==> src/rtl/rsa_pkg.sv <==
// Shared types and phase-length helpers for the systolic-array job sequencer.
// Contents:
//   state_t        - sequencer phase encoding
//   len_x/len_y    - operand stream lengths (X*N, N*Y)
//   len_comp       - skew fill plus array drain (N+X+Y-2)
//   len_out        - result words to drain (X*Y)
package rsa_pkg;

    typedef enum logic [2:0] {
        StIdle,
        StLoad,
        StCompute,
        StWaitOut,
        StDrain,
        StDone
    } state_t;

    function automatic int unsigned len_x(int unsigned x, int unsigned n);
        return x * n;
    endfunction

    function automatic int unsigned len_y(int unsigned n, int unsigned y);
        return n * y;
    endfunction

    function automatic int unsigned len_comp(int unsigned x, int unsigned n, int unsigned y);
        return n + x + y - 2;
    endfunction

    function automatic int unsigned len_out(int unsigned x, int unsigned y);
        return x * y;
    endfunction

endpackage

==> src/rtl/rsa_phase_cnt.sv <==
// Loadable down-counter with terminal-count flag and an up-counting address.
// Ports:
//   clk, rst  - clock, asynchronous active-high reset
//   clr       - cancel: stop and zero everything (wins over load)
//   load      - start a phase of load_val+1 cycles, address restarts at 0
//   load_val  - phase length minus one
//   inc       - allow the address to advance this cycle
//   run       - registered: phase in progress
//   tc        - last cycle of the running phase
//   addr      - registered address, 0 outside a phase
module rsa_phase_cnt #(
    parameter int unsigned CNT_W = 8
) (
    input  logic             clk,
    input  logic             rst,
    input  logic             clr,
    input  logic             load,
    input  logic [CNT_W-1:0] load_val,
    input  logic             inc,
    output logic             run,
    output logic             tc,
    output logic [CNT_W-1:0] addr
);

    logic [CNT_W-1:0] cnt_q;
    logic             run_q;
    logic [CNT_W-1:0] addr_q;

    always_ff @(posedge clk or posedge rst) begin
        if (rst) begin
            run_q  <= 1'b0;
            cnt_q  <= '0;
            addr_q <= '0;
        end else if (clr) begin
            run_q  <= 1'b0;
            cnt_q  <= '0;
            addr_q <= '0;
        end else if (load) begin
            run_q  <= 1'b1;
            cnt_q  <= load_val;
            addr_q <= '0;
        end else if (run_q) begin
            if (cnt_q == '0) begin
                // Phase complete: park the address at 0 so the bus is quiet.
                run_q  <= 1'b0;
                addr_q <= '0;
            end else begin
                cnt_q <= cnt_q - 1'b1;
                if (inc) begin
                    addr_q <= addr_q + 1'b1;
                end
            end
        end
    end

    assign run  = run_q;
    assign addr = addr_q;
    assign tc   = run_q && (cnt_q == '0);

endmodule

==> src/rtl/rsa_job_seq.sv <==
// Job sequencer for one X x Y systolic-array matmul with inner dimension N.
// Phases: LOAD (X and Y operand streams in parallel), COMPUTE, WAIT_OUT, DRAIN, DONE.
// Ports:
//   clk, sys_rst       - clock, asynchronous active-high reset
//   start              - job request, sampled only in idle
//   abort              - cancel, honoured in every busy phase except DONE
//   out_rdy            - result sink can take X*Y words back-to-back
//   busy/done/aborted  - job status (done, aborted are one-cycle pulses)
//   Xin_val/Yin_val    - operand stream strobes
//   out_val            - result drain strobe
//   x_rd_addr/y_rd_addr/o_rd_idx - buffer addresses, 0 when not streaming
// All outputs are registered.
module rsa_job_seq import rsa_pkg::*; #(
    parameter int unsigned X     = 3,
    parameter int unsigned N     = 4,
    parameter int unsigned Y     = 3,
    parameter int unsigned CNT_W = 8
) (
    input  logic             clk,
    input  logic             sys_rst,
    input  logic             start,
    input  logic             abort,
    input  logic             out_rdy,
    output logic             busy,
    output logic             done,
    output logic             aborted,
    output logic             Xin_val,
    output logic             Yin_val,
    output logic             out_val,
    output logic [CNT_W-1:0] x_rd_addr,
    output logic [CNT_W-1:0] y_rd_addr,
    output logic [CNT_W-1:0] o_rd_idx
);

    localparam logic [CNT_W-1:0] XLd    = CNT_W'(len_x(X, N) - 1);
    localparam logic [CNT_W-1:0] YLd    = CNT_W'(len_y(N, Y) - 1);
    localparam logic [CNT_W-1:0] CompLd = CNT_W'(len_comp(X, N, Y) - 1);
    localparam logic [CNT_W-1:0] OutLd  = CNT_W'(len_out(X, Y) - 1);

    state_t           state_q, state_d;
    logic             stream_load, p_load, clr, aborted_d;
    logic [CNT_W-1:0] p_load_val;
    logic             x_tc, y_tc, p_tc, p_run_unused;
    logic             x_run, y_run;

    rsa_phase_cnt #(.CNT_W(CNT_W)) u_x_cnt (
        .clk      (clk),
        .rst      (sys_rst),
        .clr      (clr),
        .load     (stream_load),
        .load_val (XLd),
        .inc      (1'b1),
        .run      (x_run),
        .tc       (x_tc),
        .addr     (x_rd_addr)
    );

    rsa_phase_cnt #(.CNT_W(CNT_W)) u_y_cnt (
        .clk      (clk),
        .rst      (sys_rst),
        .clr      (clr),
        .load     (stream_load),
        .load_val (YLd),
        .inc      (1'b1),
        .run      (y_run),
        .tc       (y_tc),
        .addr     (y_rd_addr)
    );

    // Shared by COMPUTE and DRAIN; the address only advances while draining.
    rsa_phase_cnt #(.CNT_W(CNT_W)) u_p_cnt (
        .clk      (clk),
        .rst      (sys_rst),
        .clr      (clr),
        .load     (p_load),
        .load_val (p_load_val),
        .inc      (state_q == StDrain),
        .run      (p_run_unused),
        .tc       (p_tc),
        .addr     (o_rd_idx)
    );

    assign Xin_val = x_run;
    assign Yin_val = y_run;

    always_comb begin
        state_d     = state_q;
        stream_load = 1'b0;
        p_load      = 1'b0;
        p_load_val  = '0;
        clr         = 1'b0;
        aborted_d   = 1'b0;
        unique case (state_q)
            StIdle: begin
                if (start) begin
                    state_d     = StLoad;
                    stream_load = 1'b1;
                end
            end
            StLoad: begin
                // LOAD ends when the longer of the two streams has finished.
                if ((!x_run || x_tc) && (!y_run || y_tc)) begin
                    state_d    = StCompute;
                    p_load     = 1'b1;
                    p_load_val = CompLd;
                end
            end
            StCompute: begin
                if (p_tc) begin
                    if (out_rdy) begin
                        state_d    = StDrain;
                        p_load     = 1'b1;
                        p_load_val = OutLd;
                    end else begin
                        state_d = StWaitOut;
                    end
                end
            end
            StWaitOut: begin
                if (out_rdy) begin
                    state_d    = StDrain;
                    p_load     = 1'b1;
                    p_load_val = OutLd;
                end
            end
            StDrain: begin
                if (p_tc) begin
                    state_d = StDone;
                end
            end
            StDone: begin
                state_d = StIdle;
            end
            default: begin
                state_d = StIdle;
            end
        endcase

        if (abort && (state_q inside {StLoad, StCompute, StWaitOut, StDrain})) begin
            state_d     = StIdle;
            stream_load = 1'b0;
            p_load      = 1'b0;
            clr         = 1'b1;
            aborted_d   = 1'b1;
        end
    end

    always_ff @(posedge clk or posedge sys_rst) begin
        if (sys_rst) begin
            state_q <= StIdle;
            busy    <= 1'b0;
            done    <= 1'b0;
            aborted <= 1'b0;
            out_val <= 1'b0;
        end else begin
            state_q <= state_d;
            busy    <= (state_d != StIdle);
            done    <= (state_d == StDone);
            aborted <= aborted_d;
            out_val <= (state_d == StDrain);
        end
    end

endmodule

==> config.mk <==
export PLATFORM = sky130hd
export DESIGN_NAME = rsa_job_seq
export DESIGN_NICKNAME = d
export VERILOG_FILES = /design/src/rtl/rsa_pkg.sv /design/src/rtl/rsa_phase_cnt.sv /design/src/rtl/rsa_job_seq.sv
export SDC_FILE = /design/constraint.sdc
export NUM_CORES = 1
export LEC_CHECK = 0
export CORE_UTILIZATION = 56
export DETAILED_ROUTE_END_ITERATION = 8
export HOLD_SLACK_MARGIN = 0.08
export PLACE_DENSITY = 0.84
export SKIP_LAST_GASP = 1
export SYNTH_ARGS = -nofsm -noshare
export SYNTH_HDL_FRONTEND = slang
export SYNTH_SLANG_ARGS = --single-unit
==> constraint.sdc <==
create_clock -name clk -period 2.72 [get_ports clk]
set_input_delay 0.408 -clock clk [delete_from_list [all_inputs] [get_ports clk]]
set_output_delay 0.408 -clock clk [all_outputs]
set_load 0.02 [all_outputs]
# Yosys cells after proc, flatten, opt, wreduce, memory -nomap -nowiden
# Cells that the tools add are included.
# op_classes
add_sub_neg	6
multipliers	0
n_div	0
magnitude_cmp	0
n_eq_ne	9
shift	0
muxes	58
bitwise_logic	0
reduce_logical	23
# ops
op	count
8-bit two-way mux	25
8-bit by 1-bit adder with 8-bit output (second input constant)	3
8-bit logical NOT	3
3-bit two-way mux	8
8-bit by 1-bit subtractor with 8-bit output (second input constant)	3
1-bit two-way mux	20
3-bit case mux with 5 select lines	1
4-bit case mux with 3 select lines	1
3-bit nonzero test	4
3-bit == test (second input constant)	3
3-bit != test (second input constant)	3
4-bit two-way mux	2
2-bit AND reduction	4
4-bit nonzero test	2
3-bit by 2-bit == test with 1-bit output (second input constant)	2
1-bit logical AND	5
3-bit by 1-bit == test with 1-bit output (second input constant)	1
3-bit logical NOT	1
1-bit case mux with 3 select lines	1
1-bit logical NOT	2
1-bit logical OR	2
# totals
regBits	58
latchBits	0
ramBits	0
mem_bits_ro	0
in_bits	5
output_inout_bits	30
elab_cells	110
mem_count	0

# Logic depth before layout (Yosys ltp)
# Gate-level depths: netlist (run 1).
# logic_depth
word_depth	9
depth_mapped	9
ltp_nobuf	7

# Modules after synthesis
# A second synthesis (run 1) with hierarchy kept.
# hier_totals
cells_unflattened	402
hier_area_um2	3604.7
# modules_own_cells
mod	instances	cells_per_inst	area_per_inst_um2	seq_area_each_um2
rsa_phase_cnt	3	118	1063.5	425.4
rsa_job_seq	1	48	414.1	175.2

# Worst setup path before layout (run 1)
# No wires, ideal clock.
# synth_path
kind	register to register
from	register u_y_cnt.cnt_q[0]
to	register u_p_cnt.addr_q[1], in the netlist u_p_cnt.addr[1]
setup_time_ns	0.121
t_arrival_ns	1.787
required_time_ns	2.599
slack_ns	0.812
path_stages_with_launch	9
n_path_buf	1
synth_period_minus_slack_ns	1.908
cell_sequence	dfrtp_1 -> inv_1 -> ha_1 -> or3b_2 -> o21ai_2 -> nand3_1 -> nand3_2 -> buf_4 -> nor2_1
# synth_between
elab_chain_len	9
word_cells_on_any_way	12
cone_classes	mux: 5; reduce/logical: 7
# synth_lines
element	line_no	text
from (decl)	rsa_phase_cnt.sv:25	logic [CNT_W-1:0] cnt_q;
from (signal assigned)	rsa_phase_cnt.sv:40	cnt_q <= load_val;
from (signal assigned)	rsa_phase_cnt.sv:48	cnt_q <= cnt_q - 1'b1;
8-bit logical NOT *	rsa_phase_cnt.sv:58	assign tc = run_q && (cnt_q == '0);
1-bit logical AND *	rsa_phase_cnt.sv:58	
1-bit logical OR *	rsa_job_seq.sv:102	if ((!x_run || x_tc) && (!y_run || y_tc)) begin
1-bit logical AND *	rsa_job_seq.sv:102	
1-bit two-way mux *	rsa_job_seq.sv:102	
1-bit case mux with 3 select lines *	rsa_job_seq.sv:93	unique case (state_q)
1-bit two-way mux *	rsa_job_seq.sv:139	if (abort && (state_q inside {StLoad, StCompute, StWaitOut, StDrain})) begin
4-bit nonzero test (no line), or another cell as far along	--	
2-bit AND reduction (no line) or 8-bit two-way mux (tied branches)	--	
to (signal assigned)	rsa_phase_cnt.sv:50	addr_q <= addr_q + 1'b1;
to (decl)	rsa_phase_cnt.sv:27	logic [CNT_W-1:0] addr_q;
# Every way passes the cells marked *; elsewhere a longest branch is shown, timed or not.
# A chain may end at the register's enable or synchronous reset.

# Worst setup path after layout (run 1)
# layout_path
from	register u_p_cnt.cnt_q[1]
to	register u_p_cnt.addr_q[1], in the netlist u_p_cnt.addr[1]
# layout_between
elab_chain_len	7
word_cells_on_any_way	12
cone_classes	mux: 7; reduce/logical: 5
# layout_lines
element	line_no	text
from (decl)	rsa_phase_cnt.sv:25	
from (signal assigned)	rsa_phase_cnt.sv:40	
from (signal assigned)	rsa_phase_cnt.sv:48	
8-bit logical NOT *	rsa_phase_cnt.sv:43, rsa_phase_cnt.sv:58	
1-bit logical AND	rsa_phase_cnt.sv:58	
1-bit two-way mux	rsa_job_seq.sv:109	if (p_tc) begin
1-bit case mux with 3 select lines	rsa_job_seq.sv:93	
1-bit two-way mux	rsa_job_seq.sv:139	
4-bit nonzero test (no line), or another cell as far along	--	
2-bit AND reduction (no line) or 8-bit two-way mux (tied branches)	--	
# Every way passes the cells marked *; elsewhere a longest branch is shown, timed or not. The select of a mux whose other input is x is not followed.

==> metrics, run 1 <==
clock buffer depth 2; placed insts ~430; most used flip-flop cell after synthesis dfrtp_1; gpl congestion between 0.7 and 0.8; Max FO, Critical Path 8; worst hold path class in -> async; DRC viols 0; Initial Util around 60%; #FFs+latches synth 58; Max IR drop VDD 0.570 mV; Num CTS Buffers 9; # Max-Cap Violations 0; final setup vio count 0; Hold Slack about 0.33 ns; cell row count 26; area leader, netlist dfrtp_1; worst skew pair latency between 0.3 and 0.4 ns; Pwr Density around 1100 mW/mm^2; first drt pass iteration count 4; CTS Root Buffer Type clkbuf_8; commonest non-fill, non-tap cell in the layout dfrtp_1; gr usage total roughly a quarter; Max Fclk approximately 0.48 GHz; Core ar. approximately 0.0053 sq mm; DP Worst Slack around 0.54 ns; initial antenna violation count 0; Static Leak between 0.0015 and 0.002 uW; die height between 70 and 80 um; Syn Nets around 350; synthesized cell area 0.00316 sq mm; Tightest Pin Transition 0.486 ns; antenna cells 0; Die Area between 0.005 and 0.006 sq mm; Final min period about 2.1 ns; Fin. Hold Viols 0; area occupied by registers roughly 0.0015 sq mm; Final TNS setup 0 ns; register area share after synthesis a little under half; Final ANT Viol Nets 0; syn avg cell area approximately 9.4 sq um; WP data arrival roughly 2.3 ns; DR WL/cell roughly 15 um; number of global-route vias before repair ~2500; hpwl dp roughly 4600 um; Worst Setup End Kind flop; Num Clock Sinks 58; post_cts resized 0; Ports 35; Slew headroom roughly two thirds; Port Buffers 34; NumNets Final approximately 380; layout cells sized above 1 10.9%; largest net degree at the start of global routing 48; Clk pin slew, worst setup/hold paths 0.07 ns; synthesized instance count 335; Layout Skew 0.00636 ns; H-tree levels 3; first-pass GRT wire length ~11000 um; fin crit share just under 80%; Area Growth Syn to Fin 19.0%; status completed; Cell variety after synth between 60 and 70; die span in x ~77 um; largest cells by area after synthesis dfrtp_1 (46%), nor2_1 (5.7%), a21oi_1 (4.4%); Via density 6.01; Pwr Total about 4000 uW; fill cell count ~410; setup bufs post-CTS 0; multi-input logic area approximately 0.0016 sq mm; Critical Path RT ~2.9 ns; Ys Warns 0; total gr overflow 0; Post-synth EDFFs 0; CP Class reg -> reg; DR iter-0 viols 117; CTS tree built; Layout Cells excl Fill between 400 and 500; Post-synth ARST share between 90% and 100%; final worst slack 0.619 ns; RSZ-0062 raised after global routing false; Post-Route WL 6780 um; CP startpoint kind flop; Slew Viols, Final 0; most frequent cells in the layout dfrtp_1 (58), nor2_1 (48), clkdlybuf4s50_1 (34); vias roughly 2700; Hold Buf Count CTS 0; area share of the largest cell type after synthesis a little under half
## per-layer routing
layer  global-route usage (%)  wire length, um  vias to the layer above
met5                        0                0                        -
met4                     12.6              119                        0
met3                     4.76              259                       12
met2                     37.7             3180                       61
met1                     33.5             3220                     1313
li1                         -                -                     1302
## final timing paths
path / depth (start not counted) / end / slack [ns] / startpoint
min: 2 / u_x_cnt.cnt_q[7] / 0.33 / sys_rst
max in group asynchronous: 3 / u_p_cnt.addr[6] / 1.87 / sys_rst
min reg2reg: 1 / u_p_cnt.addr[7] / 0.51 / u_p_cnt.addr[7]
max reg2reg: 7 / u_p_cnt.addr[1] / 0.62 / u_p_cnt.cnt_q[1]
min in group clk: 1 / u_p_cnt.addr[7] / 0.51 / u_p_cnt.addr[7]
max: 7 / u_p_cnt.addr[1] / 0.62 / u_p_cnt.cnt_q[1]
## Yosys cell counts (all sizes together), types with 2 or more instances
cell type and n:
dfrtp 58, nor2 49, a21oi 29, o21ai 26, nand2 20, nor3b 11, inv 10, and3 9
buf 7, clkbuf 7, ha 7, nand3 7, xnor2 7, xor2 7, nor3 6, a311oi 5
or3 5, or4 5, a22o 4, a22oi 4, a41oi 4, nor4 4, and2 3, mux2i 3
nand3b 3, nand4 3, o22ai 3, a21o 2, a31oi 2, and4 2, nand2b 2, o21a 2
or3b 2
## layout make-up
| cell class | count | area share (%) |
|---|---|---|
| Multi-Input combinational cell | 252 | 42.4 |
| Sequential cell | 58 | 38.6 |
| Timing Repair Buffer | 40 | 10.6 |
| Clock buffer | 10 | 3.40 |
| Tap cell | 70 | 2.33 |
| Clock inverter | 6 | 1.53 |
| Inverter | 11 | 1.10 |
## flip-flops by register name (all words and copies together), names as in the netlist, 3 cells and up
| name | flops |
|---|---|
| u_y_cnt.cnt_q | 8 |
| u_x_cnt.addr | 8 |
| u_p_cnt.cnt_q | 8 |
| u_y_cnt.addr | 8 |
| u_x_cnt.cnt_q | 8 |
| state_q | 3 |
| u_p_cnt.addr | 8 |
## through the flow
step	area (sq um)	util (%)
floorplan	3160	-
global placement	3570	67.8
detailed placement	3570	67.8
CTS	3760	71.3
global route	3760	71.3
finish	3760	71.3
## power breakdown
part           internal [uW]  switching, uW
clock network            416            343
registers               1090            298
logic                    763           1090
total                   2270           1730
## cell families (layout without fill, tap and decap cells)
group / count (synthesis) / after routing / share of synthesized area (%)
compound gates: 92 / 92 / 19.2
xor+xnor: 14 / 14 / 3.88
fa+ha+maj: 7 / 7 / 2.77
buf+inv: 25 / 67 / 3.56
flops: 58 / 58 / 45.9
mux: 4 / 4 / 1.43
simple gates: 135 / 135 / 23.2
## worst max-delay path, stage by stage, from the launching register on
cell and delay [ns]:
dfrtp_1 0.38, inv_1 0.11, ha_1 0.15, or4b_4 0.55
o21ai_2 0.39, nor2_1 0.13, a22oi_1 0.20, nor2_1 0.05
Note: power is estimated with default switching activity, not from simulation.
==> run 2: changes to the inputs <==
Settings changed: CORE_UTILIZATION 56 to 51, PLACE_DENSITY 0.84 to 0.81.
Clock period 2.72 ns to 1.8 ns, I/O delays scaled along.
==> metrics, run 2 (synthesized netlist as in run 1, its figures left out) <==
status finished, violations left; failing checks setup timing; die height 80.7 um; initial antenna violation count 0; most frequent cells in the layout dfrtp_1 (56), buf_4 (55), nor2_1 (42); setup slack, reg-to-reg -0.21 ns; Max IR drop VDD around 1.0 mV; H-tree levels 3; CP Class reg -> reg; Pwr Density ~1900 mW/mm^2; R2R cell count 7; largest net degree at the start of global routing 46; Fin. Hold Viols 0; Area Growth Syn to Fin 48.2%; die span in x about 80 um; # Max-Cap Violations 0; worst skew pair latency approximately 0.35 ns; Initial Util 53.0%; NumNets Final ~450; Via density between 6 and 7; Worst Setup End Kind flop; DR WL/cell a little over 20 um; Final ANT Viol Nets 0; layout cells sized above 1 35.1%; vias 3340; CTS tree built; Final min period about 2.0 ns; number of global-route vias before repair 3058; commonest non-fill, non-tap cell in the layout dfrtp_1; Port Buffers 34; antenna cells 0; Slew headroom approximately 67%; final setup vio count 45; first-pass GRT wire length 14500 um; Critical Path RT 2.05 ns; placed insts roughly 480; Clk pin slew, worst setup/hold paths 0.08 ns; first drt pass iteration count 5; clock buffer depth 2; fin area between 0.004 and 0.005 sq mm; R2R Path Start u_p_cnt.cnt_q[0]; total gr overflow 0; placed cell area a little under 0.004 sq mm; Reg2Reg Capture Point u_p_cnt.run; Post-Route WL approximately 11000 um; hpwl dp 5360 um; Core ar. approximately 0.0060 sq mm; WP data arrival ~2.3 ns; gpl congestion ~0.85; Post-Route Utilization between 70% and 80%; fill cell count roughly 320; CP startpoint kind flop; CTS Root Buffer Type clkbuf_8; Max Fclk between 0.4 and 0.5 GHz; DR iter-0 viols 319; RSZ-0062 raised after global routing true; cell row count 28; Static Leak roughly 0.002 uW; Tightest Pin Transition 0.491 ns; Layout Cells excl Fill 520; DRC viols 0; Die Area between 0.006 and 0.007 sq mm; Max FO, Critical Path 7; Ports 35; gr usage total between 20% and 30%; Slew Viols, Final 0; Num CTS Buffers 9; fin crit share 112%; Layout Skew between 0.01 and 0.015 ns; final worst slack -0.208 ns; worst hold path class in -> async; Num Clock Sinks just under 60
==> run 2: timing repair <==
action / 4_1_cts / 5_1_grt
gates cloned: 2 / 0
pin swaps: 17 / 33
gates resized for setup: 36 / 50
setup endpoints to repair: 42 / 57
buffers inserted: 11 / 10
hold buffers: 0 / 0
==> run 2: cell type report <==
type	instances	area, sq um	area share (%)
Sequential cell	58	1450	31.0
Clock inverter	5	77.6	1.66
Clock buffer	11	141	3.02
Tap cell	75	93.8	2.00
Inverter	11	42.5	0.908
Multi-Input combinational cell	254	1920	40.9
Timing Repair Buffer	106	958	20.5
==> run 2: worst max path at each step <==
stage / slack (ns) / to / start
after floorplan: -0.03 / u_p_cnt.cnt_q[4] / u_p_cnt.cnt_q[0]
after global routing: -0.28 / u_p_cnt.run / u_p_cnt.cnt_q[0]
after global placement: -0.05 / u_p_cnt.addr[1] / u_p_cnt.cnt_q[0]
after CTS: -0.12 / done / u_p_cnt.cnt_q[0]
after detailed placement: -0.13 / u_p_cnt.addr[7] / u_p_cnt.cnt_q[0]
final: -0.21 / u_p_cnt.run / u_p_cnt.cnt_q[0]
==> run 2: routing by layer <==
metal | vias to the layer above | track usage, % | routed length, um
met1 | 1631 | 36.8 | 4120
met4 | 0 | 18.0 | 493
met5 | - | 0 | 0
li1 | 1432 | - | -
met2 | 221 | 48.4 | 5380
met3 | 56 | 5.23 | 792
==> run 2: report_power, final <==
group          leakage, uW  switching [uW]  internal [uW]
Clock             0.000109             569            813
Sequential        0.000775             368           1660
Combinational      0.00117            2940           2540
==> run 2: per-stage QoR <==
| stage | power, uW | worst slack (ns) | TNS [ns] | hold WS [ns] |
|---|---|---|---|---|
| floorplan | 4360 | -0.0295 | -0.272 | 0.487 |
| global placement | 5660 | -0.0504 | -0.614 | 0.484 |
| detailed placement | 5790 | -0.126 | -2.19 | 0.487 |
| CTS | 7810 | -0.119 | -1.49 | 0.205 |
| global route | 9260 | -0.281 | -7.52 | 0.247 |
| finish | 8890 | -0.208 | -4.64 | 0.198 |
==> run 2: critical path: stages (launching register included) <==
cell	delay [ns]
dfrtp_1	0.40
inv_2	0.08
ha_1	0.13
or4b_4	0.57
nor3_4	0.23
o21ai_4	0.16
buf_4	0.19
a31oi_1	0.16
==> run 3: changes to the inputs <==
Settings changed: CORE_MARGIN set to 2.
==> metrics, run 3 (synthesized netlist as in run 1, its figures left out) <==
Post-Route Utilization ~76%; hpwl dp ~5400 um; fin area approximately 0.0045 sq mm; Port Buffers 34; Fin. Hold Viols 0; antenna cells 0; most frequent cells in the layout dfrtp_1 (57), buf_4 (49), nor2_1 (42); Max FO, Critical Path 4; Layout Skew approximately 0.011 ns; DRC viols 0; Hold Slack ~0.30 ns; largest net degree at the start of global routing between 50 and 60; Clk pin slew, worst setup/hold paths about 0.060 ns; Final min period 1.96 ns; Ports 35; Critical Path RT ~2.1 ns; RSZ-0062 raised after global routing true; Pwr Density between 1500 and 2000 mW/mm^2; status finished, violations left; Static Leak between 0.0015 and 0.002 uW; die height slightly above 80 um; CTS Root Buffer Type clkbuf_8; placed insts approximately 480; first-pass GRT wire length 13800 um; H-tree levels 3; Slew Viols, Final 0; Num Clock Sinks a little under 60; Area Growth Syn to Fin 43.3%; Num CTS Buffers 9; cell row count 28; placed cell area around 0.0040 sq mm; layout cells sized above 1 a little under a third; DR WL/cell 18.3 um; gr usage total between 20% and 30%; Layout Cells excl Fill slightly above 500; total gr overflow 0; fin crit share 109%; Slew headroom about three fifths; Via density between 6 and 7; Reg2Reg Capture Point u_p_cnt.run; final worst slack -0.164 ns; CP Class reg -> reg; Core ar. about 0.006 sq mm; Post-Route WL 9320 um; CTS tree built; CP startpoint kind flop; NumNets Final roughly 440; commonest non-fill, non-tap cell in the layout dfrtp_1; clock buffer depth 2; DR iter-0 viols approximately 270; R2R cell count 8; vias ~3100; Die Area between 0.006 and 0.007 sq mm; number of global-route vias before repair between 2000 and 3000; Tightest Pin Transition between 0.5 and 0.6 ns; Final ANT Viol Nets 0; initial antenna violation count 0; worst skew pair latency ~0.35 ns; # Max-Cap Violations 0; Max IR drop VDD around 1 mV; R2R Path Start u_y_cnt.cnt_q[1]; first drt pass iteration count 4; worst hold path class in -> async; gpl congestion between 0.8 and 0.9; die span in x slightly above 80 um; final setup vio count between 40 and 50; WP data arrival ~2.2 ns; failing checks setup timing; setup slack, reg-to-reg -0.16 ns; Worst Setup End Kind flop; Max Fclk between 0.5 and 0.6 GHz; Initial Util ~53%; DP Worst Slack -0.154 ns
[run 3: changes by cell type in the layout (fill, tap and decap cells not counted), sizes merged]
cell	previous run	this run
clkdlybuf4s50	32	33
nor2	50	49
dlymetal6s2s	2	1
buf	72	64
bufinv	2	0
[run 3: where the power goes]
part,total (uW),switching [uW],internal (uW)
combinational,5110,2720,2390
clock,1030,512,516
sequential,1950,292,1660
total,8090,3530,4560
[run 3: worst max-delay path, cell delays in order, from the launching register on]
cell and delay, ns:
dfrtp_1 0.39, inv_1 0.08, ha_2 0.19, or3b_4 0.43, o21ai_4 0.24, buf_12 0.15, nand3_4 0.11, buf_6 0.18
a31oi_1 0.12
[run 3: timing repair]
action / in CTS / in global routing
setup buffers: 8 / 4
hold buffers: 0 / 0
pin swaps: 18 / 22
gates cloned: 1 / 0
setup endpoints to repair: 35 / 53
resized for setup: 28 / 41
endpoints found under the hold margin: 0 / 0
[run 3: layout make-up]
| type | count | area (sq um) |
|---|---|---|
| clock buffers | 11 | 141 |
| clock inverters | 3 | 17.5 |
| fillers | 387 | 1430 |
| inverters | 11 | 42.5 |
| multi-input cells | 253 | 1880 |
| flip-flops and latches | 58 | 1450 |
| well taps | 75 | 93.8 |
| repair buffers | 98 | 897 |
[run 3: through the flow]
| stage | TNS, ns | power, uW |
|---|---|---|
| 6_report | -4.29 | 8090 |
| 5_1_grt | -7.39 | 8530 |
| 4_1_cts | -1.67 | 7320 |
| 3_5_place_dp | -2.73 | 5780 |
| 3_3_place_gp | -0.861 | 5650 |
| 2_1_floorplan | -0.272 | 4360 |
[run 3: worst max-delay path by stage]
stage / start / end / slack [ns] / depth (start not counted)
6_report: u_y_cnt.cnt_q[1] / u_p_cnt.run / -0.16 / 8
4_1_cts: u_p_cnt.cnt_q[0] / u_p_cnt.addr[4] / -0.12 / 8
3_3_place_gp: u_p_cnt.cnt_q[0] / u_p_cnt.cnt_q[5] / -0.07 / 7
3_5_place_dp: u_p_cnt.cnt_q[0] / u_p_cnt.cnt_q[7] / -0.15 / 7
5_1_grt: u_y_cnt.cnt_q[1] / u_y_cnt.addr[2] / -0.24 / 9
2_1_floorplan: u_p_cnt.cnt_q[0] / u_p_cnt.cnt_q[4] / -0.03 / 9
[run 3: layer usage]
| layer | GRT usage (%) | vias up | part of all wire [%] |
|---|---|---|---|
| li1 | - | 1408 | - |
| met1 | 34.9 | 1555 | 41 |
| met2 | 42.3 | 129 | 50 |
| met3 | 5.65 | 30 | 5.8 |
| met4 | 13.6 | 0 | 3.0 |
| met5 | 0 | - | 0 |
==> RTL edit 1, RTL diff (settings of run 2) <==
`CNT_W` is set to 8 in 2 places; all go to 7.
--- a/src/rtl/rsa_phase_cnt.sv
+++ b/src/rtl/rsa_phase_cnt.sv
@@ -11,3 +11,3 @@
 module rsa_phase_cnt #(
-    parameter int unsigned CNT_W = 8
+    parameter int unsigned CNT_W = 7
 ) (
--- a/src/rtl/rsa_job_seq.sv
+++ b/src/rtl/rsa_job_seq.sv
@@ -16,3 +16,3 @@
     parameter int unsigned Y     = 3,
-    parameter int unsigned CNT_W = 8
+    parameter int unsigned CNT_W = 7
 ) (
Interface: changed (resized o_rd_idx, x_rd_addr and y_rd_addr); port bits go from 35 to 32. No check against the original RTL was run, so the function may have changed too.
==> RTL edit 1 against run 2 <==
- the run still ends with negative setup slack left
- critical path depth stayed put
- power decreased by 29%
- wire length shrank 34%
- synthesized area down 14%
- global-route usage down 5.5 points
- setup slack got worse by 0.18 ns
- sequential cell count decreased by 6
- worst hold slack better by 0.13 ns
- design area is 15% lower
- synthesized cell count down 14%
- critical path type unchanged
- critical endpoint is now u_p_cnt.addr[4]
==> RTL edit 1: results (changes against run 2) <==
stage	metric	value	unit	change
run_status	outcome	complete, but fails checks		unchanged
run_status	failed_checks	negative setup slack		unchanged
cells_and_area	finalNetCount	398		was 452
route	wl_per_cell	15.62	µm	was 20.75 µm
worst_setup_path	crit_fanout	6		was 7
logic_synthesis	synthTopCellsByCount	52 x dfrtp_1, 39 x nor2_1, 25 x a21oi_1		was 58 x dfrtp_1, 48 x nor2_1, 28 x a21oi_1
placed_design	placed_area	3556	µm²	was 3968 µm²
clock_tree	cts_inserted_buffers	5		was 9
route	first_pass_iters	4		was 5
timing	setup_viol	44		was 45
placed_design	dp_cells	440		was 482
grt	grt_max_degree	53		was 46
worst_setup_path	rrSetupSlack	-0.39	ns	was -0.21 ns
power_and_ir_drop	ir_drop	1.106	mV	was 1.045 mV
route	drt-met1-wl	2982	µm	was 4123 µm
placed_design	gp_congestion	0.8254		was 0.8457
grt	grt_use_total	24.30	%	was 29.76%
placed_design	numPortBuffers	31		was 34
worst_setup_path	crit_start	u_x_cnt.cnt_q[1]		was u_p_cnt.cnt_q[0]
logic_synthesis	synth.distinct_cells	50		was 61
clock_tree	clk_latency	0.30	ns	was 0.35 ns
clock_tree	cts_buffer_depth	2		unchanged
timing	worst_pin_slew	0.6679	ns	was 0.4913 ns
cells_and_area	drive_gt1_share	31.19	%	was 35.06%
logic_synthesis	ys_seq_area_share	47.79	%	was 45.94%
power_and_ir_drop	p_comb_share	62.3	%	was 61.6%
grt	antenna_found_initial	0		unchanged
timing	fin_skew	0.01236	ns	was 0.01438 ns
clock_tree	h-tree-depth	2		was 3
worst_setup_path	crit_path_end	u_p_cnt.addr[4]		was u_p_cnt.run
power_and_ir_drop	leakage	1.810	nW	was 2.051 nW
timing	fin_tns_setup	-9.300	ns	was -4.639 ns
route	wl_met2	3701	µm	was 5378 µm
logic_synthesis	synthTopCellsByArea	dfrtp_1 48%, nor2_1 5.4%, a21oi_1 4.6%, xor2_1 2.9%, ha_1 2.8%		was dfrtp_1 46%, nor2_1 5.7%, a21oi_1 4.4%, o21ai_0 3.3%, ha_1 2.8%
logic_synthesis	syn_nets	299		was 347
grt	grt_pass1_vias	2407		was 3058
placed_design	hpwl	4474	µm	was 5359 µm
grt	grt_pass1_wl	10390	µm	was 14510 µm
power_and_ir_drop	clock_power	687	µW	was 1.38 mW
route	drt-initial-drc-count	213		was 319
route	routed_wl	7154	µm	was 10790 µm
timing	setup_ws	-0.3913	ns	was -0.2079 ns
route	via_per_inst	5.681		was 6.423
-- RTL edit 1: how the worst min path moves through the flow --
stage | from | to | slack, ns | cells after the start
5_1_grt | sys_rst | u_x_cnt.cnt_q[4] | 0.38 | 3
3_5_place_dp | u_y_cnt.cnt_q[6] | u_y_cnt.cnt_q[6] | 0.50 | 2
6_report | sys_rst | u_x_cnt.cnt_q[1] | 0.33 | 3
2_1_floorplan | out_rdy | state_q[1] | 0.47 | 3
4_1_cts | sys_rst | u_y_cnt.cnt_q[0] | 0.34 | 3
3_3_place_gp | u_y_cnt.cnt_q[6] | u_y_cnt.cnt_q[6] | 0.49 | 2
-- RTL edit 1: area by class of cell --
type | instances | area, µm²
well taps | 70 | 87.58
clock buffers | 8 | 90.09
repair buffers | 100 | 884.6
flip-flops and latches | 52 | 1301
inverters | 10 | 37.54
multi-input cells | 218 | 1568
fillers | 344 | 1171
-- RTL edit 1: worst max-delay path, cell delays in order (launching register included) --
cell and delay (ns):
dfrtp_1 0.39, inv_1 0.06, ha_2 0.18, or3b_4 0.40, o21a_1 0.19, or4_4 0.53, o211ai_1 0.22, nor2_1 0.10
-- RTL edit 1: per-layer routing --
layer | vias to the layer above | GRT usage, %
met3 | 15 | 3.079
met1 | 1279 | 30.25
li1 | 1239 | -
met2 | 69 | 42.64
met4 | 0 | 10.06
met5 | - | 0
-- RTL edit 1: cells by family (layout without fill, tap and decap cells) --
logic type      count (synthesis)  after routing  synth area share, %
buf+inv                        18            118                2.849
fa+ha+maj                       6              6                2.757
mux                             3              3                1.149
compound gates                 73             73                17.42
xor+xnor                       14             14                4.504
flops                          52             52                47.79
simple gates                  122            122                23.53
-- RTL edit 1: repair_timing --
action,4_1_cts,5_1_grt
pin swaps,13,38
setup endpoints to repair,34,49
resized for setup,19,46
setup buffers,5,5
cloned,0,0
==> RTL edit 2, RTL diff (config.mk and constraints of run 2) <==
Made on the original files. Make the reset (`rst` and `sys_rst`) synchronous in 2 clocked blocks. Comments in the files are not updated.
--- a/src/rtl/rsa_phase_cnt.sv
+++ b/src/rtl/rsa_phase_cnt.sv
@@ -28,3 +28,3 @@
 
-    always_ff @(posedge clk or posedge rst) begin
+    always_ff @(posedge clk) begin
         if (rst) begin
--- a/src/rtl/rsa_job_seq.sv
+++ b/src/rtl/rsa_job_seq.sv
@@ -147,3 +147,3 @@
 
-    always_ff @(posedge clk or posedge sys_rst) begin
+    always_ff @(posedge clk) begin
         if (sys_rst) begin
Behaviour: differs if sys_rst is asserted again (counterexample within 4 cycles, from zero or initial values and one cycle with sys_rst high); with sys_rst held inactive, the same outputs for 10 cycles.
==> RTL edit 2 against run 2 <==
- the flow still finishes with violations (negative setup slack)
- largest cell class unchanged
- first-iteration DRC count shrank 62%
- wire length shrank 33%
- setup slack gained 0.016 ns
- synthesized cell count shrank 1.5%
- sequential cell count is the same
- non-clock buffer count shrank 2
- critical path type unchanged
- utilization shrank 0.44 points
- design area shrank 13%
- synthesized area shrank 11%
- final cell count shrank 2.5%
Power is not compared: it rests on default switching activity, and its combinational part moved more than twofold at a synthesized area within 25%.
==> RTL edit 2: results (changes against run 2) <==
stage	metric	value	unit	change
run_status	outcome	complete, but fails checks		unchanged
run_status	failed_checks	negative setup slack		unchanged
grt	grt_pass1_vias	2561		was 3058
logic_synthesis	synthTopCellsByCount	58 x dfxtp_1, 51 x nor2_1, 24 x a21oi_1		was 58 x dfrtp_1, 48 x nor2_1, 28 x a21oi_1
route	dr_total_vias	2790		was 3340
clock_tree	clkSlewWorstSetupHoldPaths	0.06	ns	was 0.08 ns
logic_synthesis	ys_seq_area_share	41.34	%	was 45.94%
logic_synthesis	syn_nets	344		was 347
logic_synthesis	syn_inst	330		was 335
clock_tree	cts-resized-gates	19		was 36
grt	grt_use_total	25.45	%	was 29.76%
placed_design	dp_cells	483		was 482
hold_path	hold_depth	2		
cells_and_area	multi_input_area_share	41.41	%	was 40.90%
logic_synthesis	synth.distinct_cells	54		was 61
worst_setup_path	worst_path_dominant_cell_family	compound AO/OA/AOI/OAI gates		was simple AND/OR/NAND/NOR gates
cells_and_area	buffers	104		was 106
cells_and_area	clk_share	4.058	%	was 4.675%
grt	met3_usage	4.671	%	was 5.227%
cells_and_area	n_clock_buffer	14		was 11
cells_and_area	nMultiInputCombCells	245		was 254
worst_setup_path	max_stage_delay	0.51	ns	was 0.57 ns
cells_and_area	regArea	1167	µm²	was 1454 µm²
grt	grt_use_met1	32.03	%	was 36.85%
route	wl_met2	3547	µm	was 5378 µm
timing	setup_viol	23		was 45
placed_design	hpwl	4669	µm	was 5359 µm
grt	grt_use_met2	41.44	%	was 48.39%
power_and_ir_drop	ir_drop	0.6830	mV	
logic_synthesis	ys_warn_count	0		unchanged
hold_path	hp-class	register to register		was input port to asynchronous set/reset pin
placed_design	gp_congestion	0.9269		was 0.8457
grt	grt_max_degree	19		was 46
timing	fin_skew	0.004595	ns	was 0.01438 ns
worst_setup_path	rr_endpoint	out_val		was u_p_cnt.run
cells_and_area	inverters	14		was 11
worst_setup_path	arrival	2.28	ns	was 2.26 ns
cells_and_area	seq_cell_count	58		unchanged
logic_synthesis	synthArstFlopShare	0	%	was 100.0%
route	routed_wl	7222	µm	was 10790 µm
placed_design	placed_area	3685	µm²	was 3968 µm²
logic_synthesis	synthTopCellsByArea	dfxtp_1 41%, nor2_1 6.8%, xor2_1 6.5%, a21oi_1 4.3%, ha_1 4.0%		was dfrtp_1 46%, nor2_1 5.7%, a21oi_1 4.4%, o21ai_0 3.3%, ha_1 2.8%
worst_setup_path	timing.rr.start	u_p_cnt.cnt_q[0]		unchanged
cells_and_area	fillers	330		was 321
route	drt-initial-drc-count	120		was 319
clock_tree	cts_setup_buffers	3		was 11
route	drt-met1-wl	3196	µm	was 4123 µm
route	wl_met3	333	µm	was 792 µm
worst_setup_path	crit_fanout	4		was 7
cells_and_area	drive_gt1_share	30.21	%	was 35.06%
timing	setup_ws	-0.1914	ns	was -0.2079 ns
timing	worst_pin_slew	0.5716	ns	was 0.4913 ns
route	via_per_inst	5.503		was 6.423
cells_and_area	bufAreaShareNonClock	22.41	%	was 20.46%
==> RTL edit 2: cell types whose count changed after synthesis, sizes merged, moves of 5 or more <==
cell,change
dfxtp,+58
nor3b,-5
nand3,+8
buf,-6
dfrtp,-58
o21ai,-10
clkbuf,+5
xor2,+14
==> RTL edit 2: kinds of logic (layout without fill, tap and decap cells) <==
| kind of cell | after synthesis | in the layout | synth area share, % |
|---|---|---|---|
| AOI/OAI and AO/OA | 67 | 67 | 15.81 |
| DFF | 58 | 58 | 41.34 |
| xor gates and xnor gates | 28 | 28 | 8.731 |
| adders and majority gates | 9 | 9 | 4.009 |
| muxes | 1 | 1 | 0.4009 |
| and+or+nand+nor | 140 | 140 | 26.06 |
| buffers and inverters | 27 | 134 | 3.652 |
==> RTL edit 2: per-stage QoR <==
stage	hold slack [ns]	worst slack (ns)	utilization, %	setup TNS, ns
final	0.5202	-0.1914	78.20	-2.838
after global routing	0.5524	-0.2272	78.20	-4.191
after CTS	0.5262	-0.1724	75.65	-2.487
after detailed placement	0.4971	-0.2170	70.79	-3.467
after global placement	0.4824	-0.1500	70.79	-2.024
after floorplan	0.3415	-0.1875	-	-1.383
==> RTL edit 2: how the worst max path moves through the flow <==
| stage | from | to | cells past startpoint |
|---|---|---|---|
| after floorplan | u_p_cnt.cnt_q[0] | out_val | 8 |
| after global placement | u_y_cnt.cnt_q[1] | busy | 8 |
| after detailed placement | u_p_cnt.cnt_q[0] | out_val | 7 |
| after CTS | u_p_cnt.cnt_q[0] | out_val | 7 |
| after global routing | u_y_cnt.cnt_q[0] | u_p_cnt.addr[2] | 7 |
| final | u_p_cnt.cnt_q[0] | out_val | 7 |
